`config.mk`:
```
export PLATFORM = sky130hd
export DESIGN_NAME = quadrilatero_pe_pipe
export DESIGN_NICKNAME = d
export VERILOG_FILES = /design/src/rtl/quadrilatero_pe_pipe.sv
export SDC_FILE = /design/constraint.sdc
export NUM_CORES = 2
export LEC_CHECK = 0
export CORE_UTILIZATION = 66
export CTS_CLUSTER_DIAMETER = 150
export CTS_CLUSTER_SIZE = 30
export DETAILED_ROUTE_END_ITERATION = 16
export GPL_TIMING_DRIVEN = 0
export HOLD_SLACK_MARGIN = 0.02
export PLACE_DENSITY_LB_ADDON = 0.1
export SETUP_SLACK_MARGIN = 0.05
export SKIP_CTS_REPAIR_TIMING = 1
export SYNTH_ARGS = -nofsm -noshare
export SYNTH_HDL_FRONTEND = slang
export SYNTH_SLANG_ARGS = --single-unit
```
`constraint.sdc`:
```
create_clock -name clk_i -period 10.1 [get_ports clk_i]
set_input_delay 2.02 -clock clk_i [delete_from_list [all_inputs] [get_ports clk_i]]
set_output_delay 2.02 -clock clk_i [all_outputs]
set_load 0.1 [all_outputs]
```
`src/rtl/quadrilatero_pe_pipe.sv`:
```
// Systolic-array PE: elastic multi-stage integer MAC with completion pulse and counter.
// Define QUADRILATERO_PE_SAT_EN to saturate SIZE_16/SIZE_8 accumulation per 32-bit word.
module quadrilatero_pe_pipe #(
   parameter int DATA_WIDTH  = 32,
   parameter int MAC_LATENCY = 2,
   parameter int CNT_WIDTH   = 16
) (
   input  logic                  clk_i,
   input  logic                  rst_ni,
   input  logic                  flush_i,
   input  logic                  valid_i,
   output logic                  ready_o,
   input  logic [1:0]            datatype_i,
   input  logic [DATA_WIDTH-1:0] data_i,
   input  logic [DATA_WIDTH-1:0] weight_i,
   input  logic [DATA_WIDTH-1:0] acc_i,
   output logic [DATA_WIDTH-1:0] data_o,
   output logic [1:0]            datatype_o,
   output logic                  valid_o,
   input  logic                  ready_i,
   output logic [DATA_WIDTH-1:0] acc_o,
   output logic                  pump_done_o,
   output logic                  busy_o,
   output logic [CNT_WIDTH-1:0]  mac_count_o
);

   localparam int NW = DATA_WIDTH / 32;

   localparam logic [1:0] SIZE_16 = 2'b01;
   localparam logic [1:0] SIZE_8  = 2'b10;

`ifdef QUADRILATERO_PE_SAT_EN
   localparam int ACC_W = 34;
`else
   localparam int ACC_W = 32;
`endif

   // One 32-bit word of the MAC; reserved datatype falls through to the SIZE_32 path.
   function automatic logic [31:0] mac_word(input logic [31:0] d, input logic [31:0] w,
                                            input logic [31:0] a, input logic [1:0] dt);
      logic signed [ACC_W-1:0] sum;
      logic signed [31:0]      prod;
      logic [31:0]             res;
      sum  = ACC_W'($signed(a));
      prod = '0;
      res  = a + d * w;
      case (dt)
         SIZE_16: begin
            for (int k = 0; k < 2; k++) begin
               prod = $signed({{16{d[16*k+15]}}, d[16*k +: 16]})
                    * $signed({{16{w[16*k+15]}}, w[16*k +: 16]});
               sum  = sum + ACC_W'(prod);
            end
         end
         SIZE_8: begin
            for (int k = 0; k < 4; k++) begin
               prod = $signed({{24{d[8*k+7]}}, d[8*k +: 8]})
                    * $signed({{24{w[8*k+7]}}, w[8*k +: 8]});
               sum  = sum + ACC_W'(prod);
            end
         end
         default: ;
      endcase
      if (dt == SIZE_16 || dt == SIZE_8) begin
`ifdef QUADRILATERO_PE_SAT_EN
         if (sum[33:31] == 3'b000 || sum[33:31] == 3'b111) res = sum[31:0];
         else if (sum[33])                                 res = 32'h8000_0000;
         else                                              res = 32'h7FFF_FFFF;
`else
         res = sum[31:0];
`endif
      end
      return res;
   endfunction

   logic [MAC_LATENCY:1]  v_q;
   logic [MAC_LATENCY:1]  adv;
   logic                  accept;
   logic [DATA_WIDTH-1:0] op_d_q, op_w_q, op_a_q;
   logic [1:0]            op_dt_q;
   logic [DATA_WIDTH-1:0] res_comb;
   logic [CNT_WIDTH-1:0]  cnt_q;

   // Elastic advance: a stage moves on when its successor is empty or itself moving.
   always_comb begin
      // NOTE: every always_comb output gets a default first so no path can infer a latch.
      adv              = '0;
      adv[MAC_LATENCY] = v_q[MAC_LATENCY] && ready_i;
      for (int i = MAC_LATENCY - 1; i >= 1; i--) begin
         adv[i] = v_q[i] && (!v_q[i+1] || adv[i+1]);
      end
   end

   assign ready_o     = !v_q[1] || adv[1];
   assign accept      = valid_i && ready_o && !flush_i;
   assign valid_o     = v_q[MAC_LATENCY];
   assign pump_done_o = v_q[MAC_LATENCY] && ready_i && !flush_i;
   assign busy_o      = |v_q;
   assign mac_count_o = cnt_q;

   always_ff @(posedge clk_i or negedge rst_ni) begin
      // NOTE: sequential state uses non-blocking assignments so all stages update together.
      if (!rst_ni) begin
         v_q <= '0;
      end else if (flush_i) begin
         v_q <= '0;
      end else begin
         v_q[1] <= accept || (v_q[1] && !adv[1]);
         for (int i = 2; i <= MAC_LATENCY; i++) begin
            v_q[i] <= adv[i-1] || (v_q[i] && !adv[i]);
         end
      end
   end

   // NOTE: datapath registers are reset too, so every output reads zero out of reset.
   always_ff @(posedge clk_i or negedge rst_ni) begin
      if (!rst_ni) begin
         op_d_q     <= '0;
         op_w_q     <= '0;
         op_a_q     <= '0;
         op_dt_q    <= '0;
         data_o     <= '0;
         datatype_o <= '0;
      end else if (accept) begin
         op_d_q     <= data_i;
         op_w_q     <= weight_i;
         op_a_q     <= acc_i;
         op_dt_q    <= datatype_i;
         data_o     <= data_i;
         datatype_o <= datatype_i;
      end
   end

   always_comb begin
      res_comb = '0;
      for (int w = 0; w < NW; w++) begin
         res_comb[32*w +: 32] = mac_word(op_d_q[32*w +: 32], op_w_q[32*w +: 32],
                                         op_a_q[32*w +: 32], op_dt_q);
      end
   end

   // Result stages only load on a real advance, so acc_o holds through stalls and flushes.
   if (MAC_LATENCY == 1) begin : g_lat1
      assign acc_o = res_comb;
   end else begin : g_latn
      logic [DATA_WIDTH-1:0] res_q [2:MAC_LATENCY];

      always_ff @(posedge clk_i or negedge rst_ni) begin
         if (!rst_ni) begin
            for (int i = 2; i <= MAC_LATENCY; i++) res_q[i] <= '0;
         end else if (!flush_i) begin
            if (adv[1]) res_q[2] <= res_comb;
            for (int i = 3; i <= MAC_LATENCY; i++) begin
               if (adv[i-1]) res_q[i] <= res_q[i-1];
            end
         end
      end

      assign acc_o = res_q[MAC_LATENCY];
   end

   always_ff @(posedge clk_i or negedge rst_ni) begin
      if (!rst_ni)          cnt_q <= '0;
      else if (pump_done_o) cnt_q <= cnt_q + CNT_WIDTH'(1);
   end

endmodule

```
* Yosys cells after proc, flatten, opt, wreduce, memory -nomap -nowiden
Index checks and enable logic that the tools add are counted.
** Word-level totals
- Register bits after elaboration :: 148
- Bits in latches :: 0
- Bits in writable memories :: 0
- ROM bits :: 0
- Input port bits :: 103
- Output and inout bits :: 86
- Logic and storage cells :: 47
- Memories kept :: 0
** Operators by class
- $add $sub $neg :: 8
- Multiply operators :: 7
- Div/mod/pow operators :: 0
- Order comparisons :: 0
- Equality and inequality tests :: 2
- Shifts and indexed selects :: 0
- Multiplexer cells :: 3
- Bitwise gates (word level) :: 1
- Reductions and logical operators :: 19
** Operator list (count)
- adder 32 x 16 -> 32 bit :: 4
- adder 32 bit :: 3
- multiplier 16 x 16 -> 32 bit :: 2
- multiplier 8 x 8 -> 16 bit :: 4
- one-hot mux 32 bit (2 select lines) :: 1
- multiplier 32 x 32 -> 32 bit :: 1
- 2-to-1 mux 32 bit :: 1
- adder 16 x 1 -> 16 bit (second input constant) :: 1
- logical AND 1 bit :: 7
- zero test 1 bit :: 5
- logical OR 1 bit :: 5
- equality test 2 x 1 -> 1 bit (second input constant) :: 1
- equality test 2 bit (second input constant) :: 1
- 2-to-1 mux 2 bit :: 1
- AND reduction 2 bit :: 1
- OR reduction 2 bit :: 1
- NOT 1 bit :: 1

* Logic depth before layout (Yosys ltp)
- Depth after elaboration :: 8
- Depth in mapped cells :: 32
- Depth with buffers taken out :: 29

* Worst setup path before layout
No wires, ideal clock.
- Kind :: register to register
- Start point :: reg op_d_q[31]
- End point :: reg g_latn.res_q, in the netlist acc_o[30]
- Setup time :: 0.082 ns
- Arrival time :: 8.438 ns
- Data required time :: 10.018 ns
- Slack :: 1.580 ns
- Stages on the path, launching flop included :: 23
- Path buffers :: 0
- Period minus slack after synthesis :: 8.520 ns
- Path through :: dfrtp_1 and2_1 fa_1 fa_1 fa_1 inv_1 fa_1 inv_1 fa_1 fa_1 fa_1 inv_1 fa_1 inv_1 ha_1 o2111ai_1 o211ai_2 a32oi_1 nand3_1 o2111a_2 o41ai_4 or4b_2 a31oi_1
** On the way
- Cells in the longest elaborated chain, start to end :: 4
- Elaborated cells between the ends (all ways) :: 6
- Those cells by class :: add/sub: 2; mul: 2; mux: 2
** RTL lines
- start, declared :: RTL line 79 : logic [DATA_WIDTH-1:0] op_d_q, op_w_q, op_a_q;
- start signal, assigned :: RTL line 125 : op_d_q <= data_i;
- multiplier 16 x 16 -> 32 bit or multiplier 8 x 8 -> 16 bit (tied branches) :: RTL line 51, 58
- adder 32 bit or adder 32 x 16 -> 32 bit (tied branches) :: RTL line 52, 59
- one-hot mux 32 bit (2 select lines) (*) :: RTL line 47 : case (dt)
- 2-to-1 mux 32 bit (*) :: RTL line 64 : if (dt == SIZE_16 || dt == SIZE_8) begin
- end signal, assigned by index :: RTL line 154 : if (adv[i-1]) res_q[i] <= res_q[i-1];
- end, declared :: RTL line 146 : logic [DATA_WIDTH-1:0] res_q [2:MAC_LATENCY];
Every way passes the cells marked *; elsewhere a longest branch is shown, timed or not.
A chain may end at the register's enable or synchronous reset.

* Final worst setup path
- Start point :: reg op_d_q[4]
- End point :: reg g_latn.res_q, in the netlist acc_o[31]
** On the way
- Cells in the longest elaborated chain, start to end :: 7
- Elaborated cells between the ends (all ways) :: 12
- Those cells by class :: add/sub: 7; mul: 3; mux: 2
** RTL lines
- multiplier 8 x 8 -> 16 bit :: RTL line 58 : * $signed({{24{w[8*k+7]}}, w[8*k +: 8]});
- adder 32 x 16 -> 32 bit (4 in series) :: RTL line 59 : sum = sum + ACC_W'(prod);
- one-hot mux 32 bit (2 select lines) :: RTL line 47
- 2-to-1 mux 32 bit (*) :: RTL line 64
Marks and branches as above.

==> flow_summary.json <==
{
  "ant_nets": 1,
  "ys.flop_type": "dfrtp_1",
  "crit_path_end_kind": "register",
  "cts_buffers": 17,
  "yosysWarnings": 0,
  "start_util_pct": 66.7,
  "period_needed_ps": 10230,
  "synth-edff-count": 0,
  "dr.first_iter.drc_count": 4843,
  "port-buffer-count": 188,
  "dr.pass1.iters": 6,
  "fin_worst_skew_ps": 47.8,
  "maxSlewViolCount": 0,
  "cap_violations": 0,
  "die_w_um": 293,
  "clock_latency_ps": 580,
  "htreeDepth": 4,
  "post_synth_instance_area_mm2": 0.0559,
  "place_congestion": 1.15,
  "violations": "antenna rules, setup timing",
  "hp-class": "reg -> reg",
  "stdcell_area_mm2": 0.0601,
  "grt_overflow_total": 0,
  "clockRootBuffer": "clkbuf_16",
  "grt_max_degree": 92,
  "place_area_mm2": 0.0593,
  "min_period_over_period_pct": 101,
  "area_growth_pct": 7.42,
  "seqCellArea_mm2": 0.00370,
  "outcome": "finished, violations left",
  "rsz0062_at_grt": "yes",
  "grt_pass1_vias": 44100,
  "yosysUniqueCellTypes": 66,
  "worstPathArrival_ps": 10700,
  "worst-path-max-fanout": 10,
  "post-place-ws_ps": -978,
  "cts.sinks": 148,
  "fin_ws_ps": -134,
  "drc": 0,
  "final_util_pct": 71.7,
  "clk_pin_slew_ps": 80,
  "setup.worst_path.class": "reg -> reg",
  "layout_commonest_cell": "inv_1",
  "fin_nets": 7887,
  "rows": 106,
  "tightest_slew_ps": 1450,
  "synthArstFlopShare_pct": 100,
  "relSlewSlack_pct": 3.34,
  "vias_per_cell": 5.97,
  "crit_required_ps": 10560,
  "ys_ff_latch": 148,
  "avgSynthCellArea_um2": 9.86,
  "grt_pass1_wl_um": 305000,
  "grt_usage_pct": 52.2,
  "syn_nets": 7671,
  "coreArea_mm2": 0.0838,
  "routed_wl_um": 214000,
  "antenna_found_initial": 30,
  "wl_per_cell_um": 30.3,
  "syn_inst": 5671,
  "max_clock_freq_mhz": 97.7,
  "multi_input_area_mm2": 0.0448,
  "fillerInstances": 6531,
  "ys_seq_area_share_pct": 6.62,
  "crit_path_start_kind": "register",
  "cts_buffer_depth": 2,
  "die_h_um": 293,
  "die_area_mm2": 0.0859,
  "cts_tree": "built",
  "final-setup-viol-count": 3,
  "dp.final_hpwl_um": 184000,
  "mostFrequentLayoutCells": "inv_1, fa_1, nand2_1, ha_1, and2_1",
  "io_pins": 189,
  "drive_gt1_share_pct": 3.15,
  "hold_viol_final": 0,
  "vias": 42200
}
==> synth_stat cells (11+ instances only) <==
library cell  count  area [µm²]
ha_1            385        4820
nor2b_1          16         100
mux2_2           99        1110
a31oi_1          11        68.8
o21ai_0          64         320
o21a_1           21         158
nor3_1           11        55.1
a221oi_1         16         140
nor2_1           85         319
and2_1          254        1590
nand2_1         575        2160
a211oi_1         23         173
nand3_1          13        65.1
inv_1          1805        6780
nand2b_1         38         238
clkbuf_1        184         691
xor2_1           47         412
xnor2_1         140        1230
a21oi_1          74         370
dfrtp_1         148        3700
a21o_1           36         270
fa_1           1512       30300
and3_1           12        75.1
==> layer usage <==
metal  vias to the layer above  track usage [%]  routed length (µm)
li1                      16600                -                   -
met1                     21500             64.1               71700
met2                      3223             71.3               86600
met3                       842             24.2               34200
met4                        24             40.2               21300
met5                         -             2.21                 393
==> final timing paths <==
| path | depth (start not counted) | end | start | slack [ps] |
|---|---|---|---|---|
| setup / recovery | 25 | acc_o[31]$_DFFE_PN0P_ | op_d_q[4]$_DFFE_PN0P_ | -130 |
| hold / removal | 1 | mac_count_o[15]$_DFFE_PN0P_ | mac_count_o[15]$_DFFE_PN0P_ | 480 |
| setup reg to reg | 25 | acc_o[31]$_DFFE_PN0P_ | op_d_q[4]$_DFFE_PN0P_ | -130 |
| hold reg to reg | 1 | mac_count_o[15]$_DFFE_PN0P_ | mac_count_o[15]$_DFFE_PN0P_ | 480 |
| max in group asynchronous | 2 | op_w_q[8]$_DFFE_PN0P_ | rst_ni | 7740 |
| min in group asynchronous | 1 | op_w_q[3]$_DFFE_PN0P_ | rst_ni | 1400 |
==> kinds of logic (layout without fill, tap and decap cells) <==
logic type	count (synthesis)	after routing	share of synthesized area [%]
other	0	33	0
AND/OR/NAND/NOR	1030	1030	8.56
flip-flops	148	148	6.62
AO/OA/AOI/OAI	312	312	3.75
adder cells (fa/ha/maj)	1897	1897	62.7
multiplexers	100	100	2.01
buffers and inverters	1997	2226	13.4
XOR/XNOR	187	187	2.93
==> state kept, by name, indices dropped and copies added (netlist names) <==
register and cells:
v_q 2, mac_count_o 16, acc_o 32, datatype_o 2, op_a_q 32, op_w_q 32, op_d_q 32
==> critical path, cell delays in order, from the launching register on <==
cell and delay [ps]:
dfrtp_1 640, clkdlybuf4s15_1 810, buf_1 810, nand2_1 400
fa_1 560, fa_1 450, inv_1 100, fa_1 440
fa_1 500, ha_1 310, ha_1 290, inv_1 50
fa_1 470, fa_1 490, inv_1 40, ha_1 360
o21a_1 140, o21ai_0 100, a211oi_1 710, o311ai_0 460
o31a_1 540, o211ai_1 260, a21oi_1 110, xnor2_1 710
o22ai_1 180, a21oi_1 170
==> cell type report <==
type	count	area share [%]
Clock buffer	20	0.743
Antenna cell	33	0.137
Buffer	190	1.24
Tap cell	1134	2.36
Timing Repair Buffer	198	3.32
Multi-Input combinational cell	3526	74.5
Inverter	1806	11.3
Clock inverter	12	0.198
Sequential cell	148	6.17
==> through the flow <==
step | hold WS (ps) | TNS (ps) | cells
6_report | 477 | -198 | 7067
5_1_grt | 495 | -19.2 | 7037
4_1_cts | 476 | -6500 | 7027
3_5_place_dp | 465 | -5840 | 6995
3_3_place_gp | 460 | -8290 | 6993
2_1_floorplan | 521 | 0 | 5671
Power is not shown: default switching activity piles up to over one toggle a cycle in this logic, so the estimate is an artifact.
